### config.mk
export PLATFORM = sky130hd
export DESIGN_NAME = key_debounce
export DESIGN_NICKNAME = d
export VERILOG_FILES = /design/src/rtl/key_debounce.sv
export SDC_FILE = /design/constraint.sdc
export NUM_CORES = 1
export LEC_CHECK = 0
export ABC_AREA = 1
export BUFFER_PORTS_ARGS = -buffer_cell sky130_fd_sc_hd__buf_2
export CORE_AREA = 5 5 110 112
export CTS_BUF_LIST = sky130_fd_sc_hd__clkbuf_8
export DETAILED_ROUTE_END_ITERATION = 8
export DIE_AREA = 0 0 115 117
export PLACE_DENSITY = 0.67
export SLEW_MARGIN = 20
export SYNTH_ARGS = -nofsm -noshare
export SYNTH_HDL_FRONTEND = slang
export SYNTH_SLANG_ARGS = --single-unit
### constraint.sdc
create_clock -name clk_in -period 2.15 [get_ports clk_in]
set_clock_uncertainty 0.15 [all_clocks]
set_input_delay 0.43 -clock clk_in [delete_from_list [all_inputs] [get_ports clk_in]]
set_output_delay 0.43 -clock clk_in [all_outputs]
set_load 0.05 [all_outputs]
### src/rtl/key_debounce.sv
// key_debounce: multi-key synchroniser, integrating debouncer and press/release/long-press pulse generator.
// Optional long-press hold logic is built only when KEY_LONG_PRESS_EN is defined; otherwise key_long is tied to 0.
module key_debounce #(
    parameter int KEY_NUM     = 4,
    parameter int CLK_FREQ    = 12_000_000,
    parameter int DEBOUNCE_MS = 20,
    parameter int LONG_MS     = 1000
) (
    input  logic               clk_in,
    input  logic               rst_n_in,
    input  logic [KEY_NUM-1:0] key_n_in,
    output logic [KEY_NUM-1:0] key_state,
    output logic [KEY_NUM-1:0] key_press,
    output logic [KEY_NUM-1:0] key_release,
    output logic [KEY_NUM-1:0] key_long
);
    localparam int DEB_CNT  = CLK_FREQ / 1000 * DEBOUNCE_MS;
    localparam int LONG_CNT = CLK_FREQ / 1000 * LONG_MS;
    localparam int DEB_W    = $clog2(DEB_CNT);
    localparam logic [DEB_W-1:0] DEB_MAX = DEB_W'(DEB_CNT - 1);
`ifdef KEY_LONG_PRESS_EN
    localparam int LONG_W = $clog2(LONG_CNT);
    localparam logic [LONG_W-1:0] LONG_MAX = LONG_W'(LONG_CNT - 1);
    localparam logic [1:0] IDLE = 2'd0;
    localparam logic [1:0] HELD = 2'd1;
    localparam logic [1:0] LONG = 2'd2;
`endif

    if (DEB_CNT < 2 || LONG_CNT < 2) begin : g_bad_cfg
        $error("key_debounce: DEB_CNT and LONG_CNT must both be at least 2");
    end

    genvar g;
    for (g = 0; g < KEY_NUM; g = g + 1) begin : g_key
        logic             sync1_q, sync2_q;
        logic             state_q, state_d;
        logic             press_q, press_d;
        logic             release_q, release_d;
        logic [DEB_W-1:0] deb_cnt_q, deb_cnt_d;
        logic             toggle;

        // Accept a new level only after it has disagreed with key_state for DEB_CNT consecutive cycles
        always_comb begin
            toggle    = (sync2_q != state_q) && (deb_cnt_q == DEB_MAX);
            deb_cnt_d = (sync2_q == state_q || toggle) ? '0 : deb_cnt_q + 1'b1;
            state_d   = state_q ^ toggle;
            press_d   = toggle & ~state_q;
            release_d = toggle & state_q;
        end

        // Synchroniser on the inverted raw key, debounce count and registered level/edge outputs
        always_ff @(posedge clk_in or negedge rst_n_in) begin
            if (!rst_n_in) begin
                sync1_q   <= 1'b0;
                sync2_q   <= 1'b0;
                deb_cnt_q <= '0;
                state_q   <= 1'b0;
                press_q   <= 1'b0;
                release_q <= 1'b0;
            end else begin
                sync1_q   <= ~key_n_in[g];
                sync2_q   <= sync1_q;
                deb_cnt_q <= deb_cnt_d;
                state_q   <= state_d;
                press_q   <= press_d;
                release_q <= release_d;
            end
        end

        assign key_state[g]   = state_q;
        assign key_press[g]   = press_q;
        assign key_release[g] = release_q;

`ifdef KEY_LONG_PRESS_EN
        logic [1:0]        fsm_q, fsm_d;
        logic [LONG_W-1:0] hold_cnt_q, hold_cnt_d;
        logic              long_q, long_d;

        // Hold FSM: a release always wins, even on the cycle the long-press count would expire
        always_comb begin
            fsm_d      = fsm_q;
            hold_cnt_d = hold_cnt_q;
            long_d     = 1'b0;
            if (release_d) begin
                fsm_d = IDLE;
            end else if (press_d) begin
                fsm_d      = HELD;
                hold_cnt_d = '0;
            end else if (fsm_q == HELD) begin
                if (hold_cnt_q == LONG_MAX) begin
                    long_d = 1'b1;
                    fsm_d  = LONG;
                end else begin
                    hold_cnt_d = hold_cnt_q + 1'b1;
                end
            end
        end

        // Hold state, hold counter and the single long-press pulse
        always_ff @(posedge clk_in or negedge rst_n_in) begin
            if (!rst_n_in) begin
                fsm_q      <= IDLE;
                hold_cnt_q <= '0;
                long_q     <= 1'b0;
            end else begin
                fsm_q      <= fsm_d;
                hold_cnt_q <= hold_cnt_d;
                long_q     <= long_d;
            end
        end

        assign key_long[g] = long_q;
`else
        assign key_long[g] = 1'b0;
`endif
    end
endmodule

* After elaboration in Yosys (flattened, before gate mapping)
Index checks and enable logic that the tools add are counted.
Widths: inputs -> output; s select.
** Storage, ports and cells
- Logic and storage cells :: 72
- Flip-flop bits (word level) :: 92
** Cells by class
- Bitwise gates (word level) :: 20
- Equality and inequality tests :: 12
- Add/subtract/negate cells :: 4
- Reductions and logical operators :: 8
- Mux-type cells :: 4
** Operator list (count)
- $add 18x1->18 const B :: 4
- $eq 18x18->1 const B :: 4
- $mux 18 :: 4
- $and 1x1->1 :: 8
- $not 1->1 :: 8
- $eq 1x1->1 :: 4
- $logic_and 1x1->1 :: 4
- $logic_or 1x1->1 :: 4
- $ne 1x1->1 :: 4
- $xor 1x1->1 :: 4

* Longest topological paths before layout
Gate-level depths: netlist (run 1).
- Depth in word-level cells :: 4
- Depth in mapped cells :: 9
- Mapped depth without buffers :: 9

* Worst setup path after synthesis (run 1)
OpenSTA, ideal clock, no wires.
- Path kind :: register -> register
- From :: register g_key[0].deb_cnt_q[0]
- To :: register g_key[0].deb_cnt_q[12]
- Path buffers :: 1
- Stages on the path, launching flop included :: 8
- Arrival time :: 1.283 ns
- Setup slack :: 0.598 ns
- Cell sequence :: dfrtp_1 ha_1 nand2_2 nor3_4 nand3_2 nand2_4 buf_8 nor2_1
** Between the ends
- Word-level cells in the longest chain between the ends :: 4
- Elaborated cells between the ends (all ways) :: 5
- Those cells by class :: add/sub (1); eq/ne (1); mux (1); reduce/logical (2)
** RTL lines
- from (decl) :: RTL line 39 : logic [DEB_W-1:0] deb_cnt_q, deb_cnt_d;
- from (signal assigned) :: RTL line 63 : deb_cnt_q <= deb_cnt_d;
- branches (longest 3 deep; another with $add 18x1->18)
- $mux 18 * :: RTL line 45 : deb_cnt_d = (sync2_q == state_q || toggle) ? '0 : deb_cnt_q + 1'b1;
- net g_key[0].deb_cnt_d[12] :: RTL line 39
Mark *: on every way through the listed nets, which the timed path passes.

* Worst setup path after layout (run 1)
- From :: register g_key[2].deb_cnt_q[0]
- To :: register g_key[2].deb_cnt_q[15]
** Between the ends
- Word-level cells in the longest chain between the ends :: 4
- Elaborated cells between the ends (all ways) :: 5
- Those cells by class :: add/sub (1); eq/ne (1); mux (1); reduce/logical (2)
** RTL lines (RTL line)
- from (decl) :: 39
- from (signal assigned) :: 63
- branches (longest 3 deep; another with $add 18x1->18)
- $mux 18 * :: 45
- net g_key[2].deb_cnt_d[15] :: 39
Marks and branches as above.

==> results of run 1 <==
-- timing repair --
action / 4_1_cts / 5_1_grt
buffers inserted: 0 / 0
hold buffers: 1 / 0
endpoints found under the setup margin: 0 / 0
gates resized for setup: 0 / 0
endpoints found under the hold margin: 92 / 0
-- cells by family after synthesis --
family | Yosys count | share of synthesized area [%]
buffers and inverters | 88 | 8.721
AOI/OAI and AO/OA | 25 | 3.036
xor gates and xnor gates | 32 | 5.763
adders and majority gates | 4 | 1.029
and+or+nand+nor | 393 | 34.04
DFF | 92 | 47.34
other | 1 | 0.07711
-- critical path, cell delays in order (launching register included) --
cell and delay (ps):
dfrtp_1 420, ha_1 240, nand4_1 150, nor2_2 160
nand3_2 120, nand2_2 250, nor2_1 90
-- layout by cell type (no fill, tap or decap), types with 3 or more instances in the layout --
master	n
nand3_2	3
o21ai_0	10
inv_1	67
nor3_1	13
conb_1	4
nand4_1	9
xor2_1	26
nor2_1	169
buf_2	16
a21oi_1	6
ha_1	4
nand3_1	38
xnor2_1	6
nand2_1	147
o21bai_1	8
dfrtp_1	92
clkbuf_8	10
nand2_4	3
-- layout make-up --
cell class | count | share of cell area, %
flip-flops and latches | 92 | 44.05
multi-input cells | 458 | 41.11
inverters | 68 | 4.884
well taps | 143 | 3.424
clock buffers | 10 | 2.633
repair buffers | 19 | 2.250
clock inverters | 6 | 1.652
-- through the flow --
| stage | cell area, µm² | hold slack (ps) | utilization, % | power, mW | instances |
|---|---|---|---|---|---|
| floorplan | 4875 | -15.59 | - | 1.898 | 638 |
| global placement | 4992 | 186.3 | 44.87 | 1.942 | 779 |
| detailed placement | 4992 | 186.4 | 44.87 | 1.947 | 779 |
| CTS | 5226 | 33.65 | 46.97 | 3.253 | 796 |
| global route | 5226 | 42.56 | 46.97 | 3.338 | 796 |
| finish | 5226 | 50.90 | 46.97 | 3.206 | 796 |
-- power breakdown --
| part | leakage (nW) | internal [mW] | switching [mW] |
|---|---|---|---|
| combinational | 0.937 | 0.0339 | 0.0970 |
| clock | 0.113 | 0.687 | 0.611 |
| sequential | 1.26 | 1.75 | 0.0227 |
| total | 2.31 | 2.47 | 0.731 |
-- sequential cells by signal (all words and copies together) (netlist names), named ones only --
name             flops
g_key.press_q        4
g_key.sync2_q        4
g_key.release_q      4
g_key.deb_cnt_q     72
g_key.sync1_q        4
-- path summary, 6_finish.rpt --
kind	start	endpoint	slack (ps)	cells past startpoint
setup / recovery	g_key[2].deb_cnt_q[0]$_DFF_PN0_	g_key[2].deb_cnt_q[15]$_DFF_PN0_	460	6
hold / removal	key_n_in[1]	g_key[1].sync1_q$_DFF_PN0_	50	2
setup reg to reg	g_key[2].deb_cnt_q[0]$_DFF_PN0_	g_key[2].deb_cnt_q[15]$_DFF_PN0_	460	6
hold reg to reg	g_key[1].sync1_q$_DFF_PN0_	g_key[1].sync2_q$_DFF_PN0_	200	0
max in group asynchronous	rst_n_in	async pin	980	3
min in group asynchronous	rst_n_in	g_key[1].sync2_q$_DFF_PN0_	500	3
-- cells in the mapped netlist, drive strengths merged --
| cell | n |
|---|---|
| nor2 | 171 |
| nand2 | 152 |
| dfrtp | 92 |
| inv | 67 |
| nand3 | 42 |
| xor2 | 26 |
| buf | 20 |
| nor3 | 14 |
| o21ai | 10 |
| nand4 | 9 |
| o21bai | 8 |
| a21oi | 6 |
| xnor2 | 6 |
| ha | 4 |
| and2 | 2 |
| nor3b | 2 |
| clkinv | 1 |
| conb | 1 |
| nand3b | 1 |
| o21a | 1 |
-- routing by layer --
layer | share of wire (%) | track usage [%] | routed length, µm | vias up
li1 | - | - | - | 1970
met1 | 48 | 17.56 | 4208 | 1758
met2 | 48 | 24.00 | 4201 | 61
met3 | 2.7 | 1.954 | 235 | 12
met4 | 1.8 | 6.729 | 162 | 0
met5 | 0 | 0 | 0 | -
==> results.md, run 1 <==
- Count of state elements after synthesis: 92
- CP Capture Type: flop
- Grt total ovfl: 0
- Die W: 115 µm
- Synthesized instance count: 635
- DR pass1 iterations: 5
- Leakage: 2.307 nW
- Layout cells sized above 1: 7.044%
- Final worst path period share: 78.61%
- Routed WL: 8.808 mm
- Final Max Tran Viols: 0
- Warnings, synthesis: 0
- RSZ-0062 raised after global routing: false
- Register area: 2302 µm²
- Average wire per standard cell: 11.07 µm
- WP data arrival: 1780 ps
- Setup TNS: 0 ps
- Fin. Hold Viols: 0
- Worst-skew pair later-pin latency: 360 ps
- H-tree levels: 3
- Startpoint Class: flop
- PortBufs: 17
- Mapped cell area: 4863 µm²
- Final HPWL DP: 6.341 mm
- # DRC: 0
- Largest cells by area after synthesis: dfrtp_1 (47%), nor2_1 (13%), nand2_1 (11%), inv_1 (5.2%), xor2_1 (4.7%)
- CP Max Fanout: 15
- Reg clk slew, reported paths: 90 ps
- Max Cap Violations: 0
- Fillers: 1084
- Row count: 39
- Post-route ant nets: 0
- Post-Syn Area per Cell: 7.659 µm²
- CTS tree: built
- Initial core utilization: 43.71%
- Via count: 3801
- Post-synthesis sequential area ratio: 47.34%
- First-pass GRT wire length: 15.33 mm
- Multi-input gate area: 2148 µm²
- Max VDD drop: 288.4 µV
- Largest net degree at the start of global routing: 93
- Final setup vio count: 0
- Core ar.: 11130 µm²
- Worst endpoint required time: 2240 ps
- Vias in the first global route: 3631
- Initial antenna violation count: 0
- Area leader, netlist: dfrtp_1
- I/O pin total: 22
- CTS sink cnt: 92
- Antenna cells: 0
- Die Ht: 117 µm
- RePlAce Congestion: 0.8869
- Hold Crit Class: input port to flop
- Final critical-path required period: 1690 ps
- Distinct cells, synth: 28
- Die area: 13460 µm²
- Synthesis-to-finish area growth: 7.461%
- Starting DRC count in detailed routing: 247
- Placement Setup Slack: 455.0 ps
- CTS root buffer: clkbuf_8
- PD cells: 613.4 nW/µm²
- All-Layer GR Usage: 14.02%
- Deepest clock path buffer count: 2
- Outcome: finished, final reports clean
- Top-area cell type share of the netlist area: 47.34%
- Vias/cell: 4.775
- Number of CTS-inserted buffers: 9
- Worst setup margin: 460.0 ps
- Fmax achieved: 0.5917 GHz
- Final nets: 658
- Kind of critical path: flop to flop
No activity file was read; power rests on OpenSTA's default activity.
==> run 2, diff against run 1 <==
==> constraint.sdc (replaced) <==
create_clock -name clk_in -period 1.6 [get_ports clk_in]
set_clock_uncertainty 0.15 [all_clocks]
set_input_delay 0.32 -clock clk_in [delete_from_list [all_inputs] [get_ports clk_in]]
set_output_delay 0.32 -clock clk_in [all_outputs]
set_load 0.05 [all_outputs]
==> run 2 against run 1 <==
Effect of this change: non-clock buffer count increased by 20; hold slack improved by 88 ps; critical path type is now flop to primary output; critical path depth decreased by 5; first-iteration DRC count increased by 26%; design area increased by 7.2%; count of clock-buffer cells in the layout decreased by 1; utilization increased by 3.4 points; power increased by 38%; worst setup slack got worse by 410 ps; sequential share of layout area decreased by 2.9 points.
==> results.md, run 2 (synthesis gave the netlist of run 1 again) <==
- Max Cap Violations: 0
- Number of CTS-inserted buffers: 9
- Layout cells sized above 1: 13.63%
- Synthesis-to-finish area growth: 15.23%
- I/O pin total: 22
- PortBufs: 17
- PD cells: 792.2 nW/µm²
- Via count: 3940
- WP depth: 1
- CTS sink cnt: 92
- Fmax achieved: 0.6457 GHz
- Outcome: finished, final reports clean
- Die Ht: 117 µm
- Comb power frac: 5.7%
- All-Layer GR Usage: 14.61%
- Total power: 4.439 mW
- Die W: 115 µm
- Final instance area: 5604 µm²
- Max VDD drop: 410.5 µV
- Starting DRC count in detailed routing: 312
- Grt total ovfl: 0
- # DRC: 0
- Sw frac: 24.29%
- Worst-skew pair later-pin latency: 370 ps
- DP Area: 5095 µm²
- Max reg flops: 72
- RePlAce Congestion: 0.8897
- Hold Crit Class: input port to async pin
- DR pass1 iterations: 4
- H-tree levels: 3
- R2R cell count: 7
- Antenna cells: 0
- CP Capture Type: primary output
- CP Max Fanout: 5
- Reg clk slew, reported paths: 100 ps
- Vias in the first global route: 3773
- Clock power share: 40.4%
- Final critical-path required period: 1549 ps
- Final HPWL DP: 6.761 mm
- Final setup vio count: 0
- RSZ-0062 raised after global routing: true
- Worst path max stage delay: 470 ps
- Internal power: 3.361 mW
- Startpoint Class: flop
- Final nets: 680
- Commonest cells after routing, fill and taps aside: nor2_1 (156), nand2_1 (143), dfrtp_1 (91), inv_1 (66), nand3_1 (36)
- CTS root buffer: clkbuf_8
- Vias/cell: 4.817
- Row count: 39
- Average wire per standard cell: 11.73 µm
- Worst path cell trace: buf_4
- Critical path's slowest cell: dfrtp_1
- Core ar.: 11130 µm²
- Final Max Tran Viols: 0
- Deepest clock path buffer count: 2
- Worst endpoint required time: 1130 ps
- Top reg by flops: g_key.deb_cnt_q
- Leakage: 2.457 nW
- Die area: 13460 µm²
- WP data arrival: 1080 ps
- Fin. Hold Viols: 0
- Critical path's top delay family: flip-flops
- Initial core utilization: 43.71%
- Initial antenna violation count: 0
- Largest net degree at the start of global routing: 45
- First-pass GRT wire length: 16.01 mm
- CTS tree: built
- Sw power: 1.078 mW
- Final worst path period share: 96.80%
- Sequential power share: 53.8%
- Kind of critical path: flop to primary output
- Routed WL: 9.598 mm
- Most common cell after layout, fill and taps aside: nor2_1
- Buf/Inv on CP: 1
- Post-route ant nets: 0
run 2: cell count changes in the layout (fill, tap and decap cells not counted), moves of 3 or more:
| cell | change |
|---|---|
| nand2_8 | +3 |
| nand2_1 | -4 |
| ha_1 | -4 |
| ha_4 | +3 |
| dlygate4sd3_1 | +4 |
| nor2_2 | +11 |
| nor2_1 | -13 |
| buf_4 | +15 |
run 2: repair_timing:
| item | CTS | global route |
|---|---|---|
| hold buffers | 5 | 0 |
| setup endpoints to repair | 31 | 72 |
| resized for setup | 4 | 42 |
| hold endpoints to repair | 96 | 0 |
| pin swaps | 1 | 18 |
| setup buffers | 0 | 4 |
| gates cloned | 1 | 1 |
run 2: final timing paths:
check,slack (ps),end,start
hold / removal,140,g_key[1].sync1_q$_DFF_PN0_,rst_n_in
setup / recovery,50,key_state[2],flop
min in group clk_in,200,g_key[0].sync2_q$_DFF_PN0_,g_key[0].sync1_q$_DFF_PN0_
hold reg to reg,200,g_key[0].sync2_q$_DFF_PN0_,g_key[0].sync1_q$_DFF_PN0_
setup reg to reg,50,flop,g_key[2].deb_cnt_q[0]$_DFF_PN0_
max in group asynchronous,740,g_key[1].deb_cnt_q[1]$_DFF_PN0_,rst_n_in
run 2: final cells by class:
| class | count | area [µm²] |
|---|---|---|
| Fill cell | 1053 | 5522 |
| Multi-Input combinational cell | 460 | 2340 |
| Sequential cell | 92 | 2303 |
| Timing Repair Buffer | 39 | 296.5 |
| Inverter | 68 | 255.2 |
| Tap cell | 143 | 178.9 |
| Clock buffer | 9 | 123.9 |
| Clock inverter | 7 | 106.4 |
run 2: layer usage:
metal | track usage, % | part of all wire [%] | vias to the layer above
met5 | 0 | 0 | -
met4 | 5.477 | 2.1 | 0
met3 | 2.211 | 2.6 | 18
met2 | 26.04 | 50 | 68
met1 | 17.92 | 46 | 1837
li1 | - | - | 2017
run 2: power by group through the flow:
| stage | clock network (mW) | registers, mW | logic, mW |
|---|---|---|---|
| 2_1_floorplan | 0 | 2.43 | 0.122 |
| 3_3_place_gp | 0 | 2.43 | 0.206 |
| 3_5_place_dp | 0 | 2.43 | 0.212 |
| 4_1_cts | 1.86 | 2.38 | 0.225 |
| 5_1_grt | 1.92 | 2.39 | 0.292 |
| 6_report | 1.80 | 2.39 | 0.254 |
run 2: per-stage QoR:
stage / TNS [ps] / std cells / util (%) / setup slack [ps] / hold WS, ps
3_5_place_dp: -438.0 / 791 / 45.79 / -42.42 / -17.58
6_report: 0 / 818 / 50.37 / 51.21 / 138.9
5_1_grt: -694.8 / 818 / 50.37 / -58.76 / 121.4
2_1_floorplan: 0 / 638 / - / 48.27 / -125.6
3_3_place_gp: 0 / 791 / 45.79 / 60.82 / -19.41
4_1_cts: 0 / 813 / 48.53 / 3.110 / 117.5
==> run 3, diff against run 2 <==
==> constraint.sdc (replaced) <==
create_clock -name clk_in -period 1.9 [get_ports clk_in]
set_clock_uncertainty 0.15 [all_clocks]
set_input_delay 0.38 -clock clk_in [delete_from_list [all_inputs] [get_ports clk_in]]
set_output_delay 0.38 -clock clk_in [all_outputs]
set_load 0.05 [all_outputs]
==> run 3 against run 2 <==
Effect of this change: sequential share of layout area is 2.7 points higher; global-route usage is 0.11 points higher; sequential cell count stayed put.
==> results.md, run 3 (synthesis gave the netlist of run 1 again) <==
- Synthesis-to-finish area growth: 8.078%
- Leakage: 2.329 nW
- Max reg flops: 72
- Antenna cells: 0
- Worst endpoint required time: 1980 ps
- Hold Crit Class: flop to flop
- Reg clk slew, reported paths: 90 ps
- Top reg by flops: g_key.deb_cnt_q
- Die area: 13460 µm²
- CTS sink cnt: 92
- Die W: 115 µm
- Max VDD drop: 399.5 µV
- Layout cells sized above 1: 6.839%
- Final Max Tran Viols: 0
- Placement Setup Slack: 216.1 ps
- PD cells: 661.1 nW/µm²
- Fmax achieved: 0.5948 GHz
- RePlAce Congestion: 0.8873
- # DRC: 0
- Met3 Use GR: 2.828%
- Startpoint Class: flop
- CTS tree: built
- RSZ-0062 raised after global routing: false
- Average wire per standard cell: 11.12 µm
- WP data arrival: 1770 ps
- Max Cap Violations: 0
- I/O pin total: 22
- Kind of critical path: flop to flop
- Initial core utilization: 43.71%
- Commonest cells after routing, fill and taps aside: nor2_1 (169), nand2_1 (147), dfrtp_1 (92), inv_1 (69), nand3_1 (38)
- Setup bufs post-CTS: 0
- Setup TNS: 0 ps
- All-Layer GR Usage: 14.71%
- Comb power frac: 4.6%
- Core ar.: 11130 µm²
- DR pass1 iterations: 4
- CP Max Fanout: 15
- GRT busiest layer: met2
- Total power: 3.475 mW
- Number of CTS-inserted buffers: 9
- Largest net degree at the start of global routing: 44
- Final setup vio count: 0
- Die Ht: 117 µm
- Sw power: 0.8085 mW
- Via count: 3821
- H-tree levels: 3
- Final HPWL DP: 6.711 mm
- Worst-skew pair later-pin latency: 350 ps
- Vias in the first global route: 3824
- Grt total ovfl: 0
- Fin. Hold Viols: 0
- Sequential power share: 57.9%
- Final nets: 663
- Internal power: 2.666 mW
- Placed insts: 780
- Initial antenna violation count: 0
- CP Capture Type: flop
- Starting DRC count in detailed routing: 237
- GR Layer Usage met2: 25.66%
- Layout Cells excl Fill: 801
- PortBufs: 17
- Deepest clock path buffer count: 2
- CTS root buffer: clkbuf_8
- Sw frac: 23.27%
- First-pass GRT wire length: 16.17 mm
- Routed WL: 8.906 mm
- Most common cell after layout, fill and taps aside: nor2_1
- Worst setup margin: 218.6 ps
- Post-route ant nets: 0
- Clock power share: 37.5%
- Vias/cell: 4.770
- Row count: 39
- Outcome: finished, final reports clean
- Final worst path period share: 88.49%
- Met1 GRT Util: 17.89%
- Final critical-path required period: 1681 ps
## run 3: changes by cell type in the layout (fill, tap and decap cells not counted), moves of 4 or more
| cell | delta |
|---|---|
| buf_4 | -15 |
| nor2_1 | +13 |
| nor2_2 | -11 |
| ha_1 | +4 |
| nand2_1 | +4 |
## run 3: what timing repair did
action / 4_1_cts / 5_1_grt
resized for setup: 0 / 0
hold buffers: 5 / 0
hold endpoints to repair: 27 / 0
## run 3: final timing paths
check,startpoint,to,slack (ps),depth (start not counted)
max,g_key[2].deb_cnt_q[0]$_DFF_PN0_,g_key[2].deb_cnt_q[15]$_DFF_PN0_,220,6
min,g_key[1].sync1_q$_DFF_PN0_,g_key[1].sync2_q$_DFF_PN0_,210,0
max reg2reg,g_key[2].deb_cnt_q[0]$_DFF_PN0_,g_key[2].deb_cnt_q[15]$_DFF_PN0_,220,6
min reg2reg,g_key[1].sync1_q$_DFF_PN0_,g_key[1].sync2_q$_DFF_PN0_,210,0
max in group asynchronous,rst_n_in,g_key[2].deb_cnt_q[16]$_DFF_PN0_,740,3
min in group asynchronous,rst_n_in,g_key[1].sync2_q$_DFF_PN0_,320,2
## run 3: final cells by class
| type | count | area (µm²) |
|---|---|---|
| Fill cell | 1094 | 5869 |
| Clock inverter | 6 | 56.30 |
| Clock buffer | 10 | 137.6 |
| Inverter | 68 | 255.2 |
| Timing Repair Buffer | 24 | 177.7 |
| Sequential cell | 92 | 2302 |
| Tap cell | 143 | 178.9 |
| Multi-Input combinational cell | 458 | 2148 |
## run 3: worst max-delay path, stage by stage, from the launching register on
cell and delay, ps:
dfrtp_1 420, ha_1 220, nand4_1 140, nor2_2 160, nand3_2 120, nand2_2 260, nor2_1 90
## run 3: layer usage
| metal | share of wire [%] | vias up |
|---|---|---|
| li1 | - | 1977 |
| met1 | 47 | 1781 |
| met2 | 49 | 55 |
| met3 | 3.1 | 8 |
| met4 | 1.2 | 0 |
| met5 | 0 | - |
## run 3: through the flow
stage	cell area, µm²	util (%)	hold WS (ps)
6_report	5256	47.24	205.1
5_1_grt	5256	47.24	228.6
4_1_cts	5256	47.24	209.1
3_5_place_dp	5012	45.05	172.8
3_3_place_gp	5012	45.05	162.4
2_1_floorplan	4875	-	-65.59
## run 3: power by group through the flow
| stage | logic (mW) | registers (mW) | clock network (mW) |
|---|---|---|---|
| after floorplan | 0.103 | 2.04 | 0 |
| after detailed placement | 0.158 | 2.05 | 0 |
| after global placement | 0.153 | 2.05 | 0 |
| after global routing | 0.189 | 2.02 | 1.43 |
| after CTS | 0.166 | 2.01 | 1.36 |
| final | 0.160 | 2.01 | 1.30 |
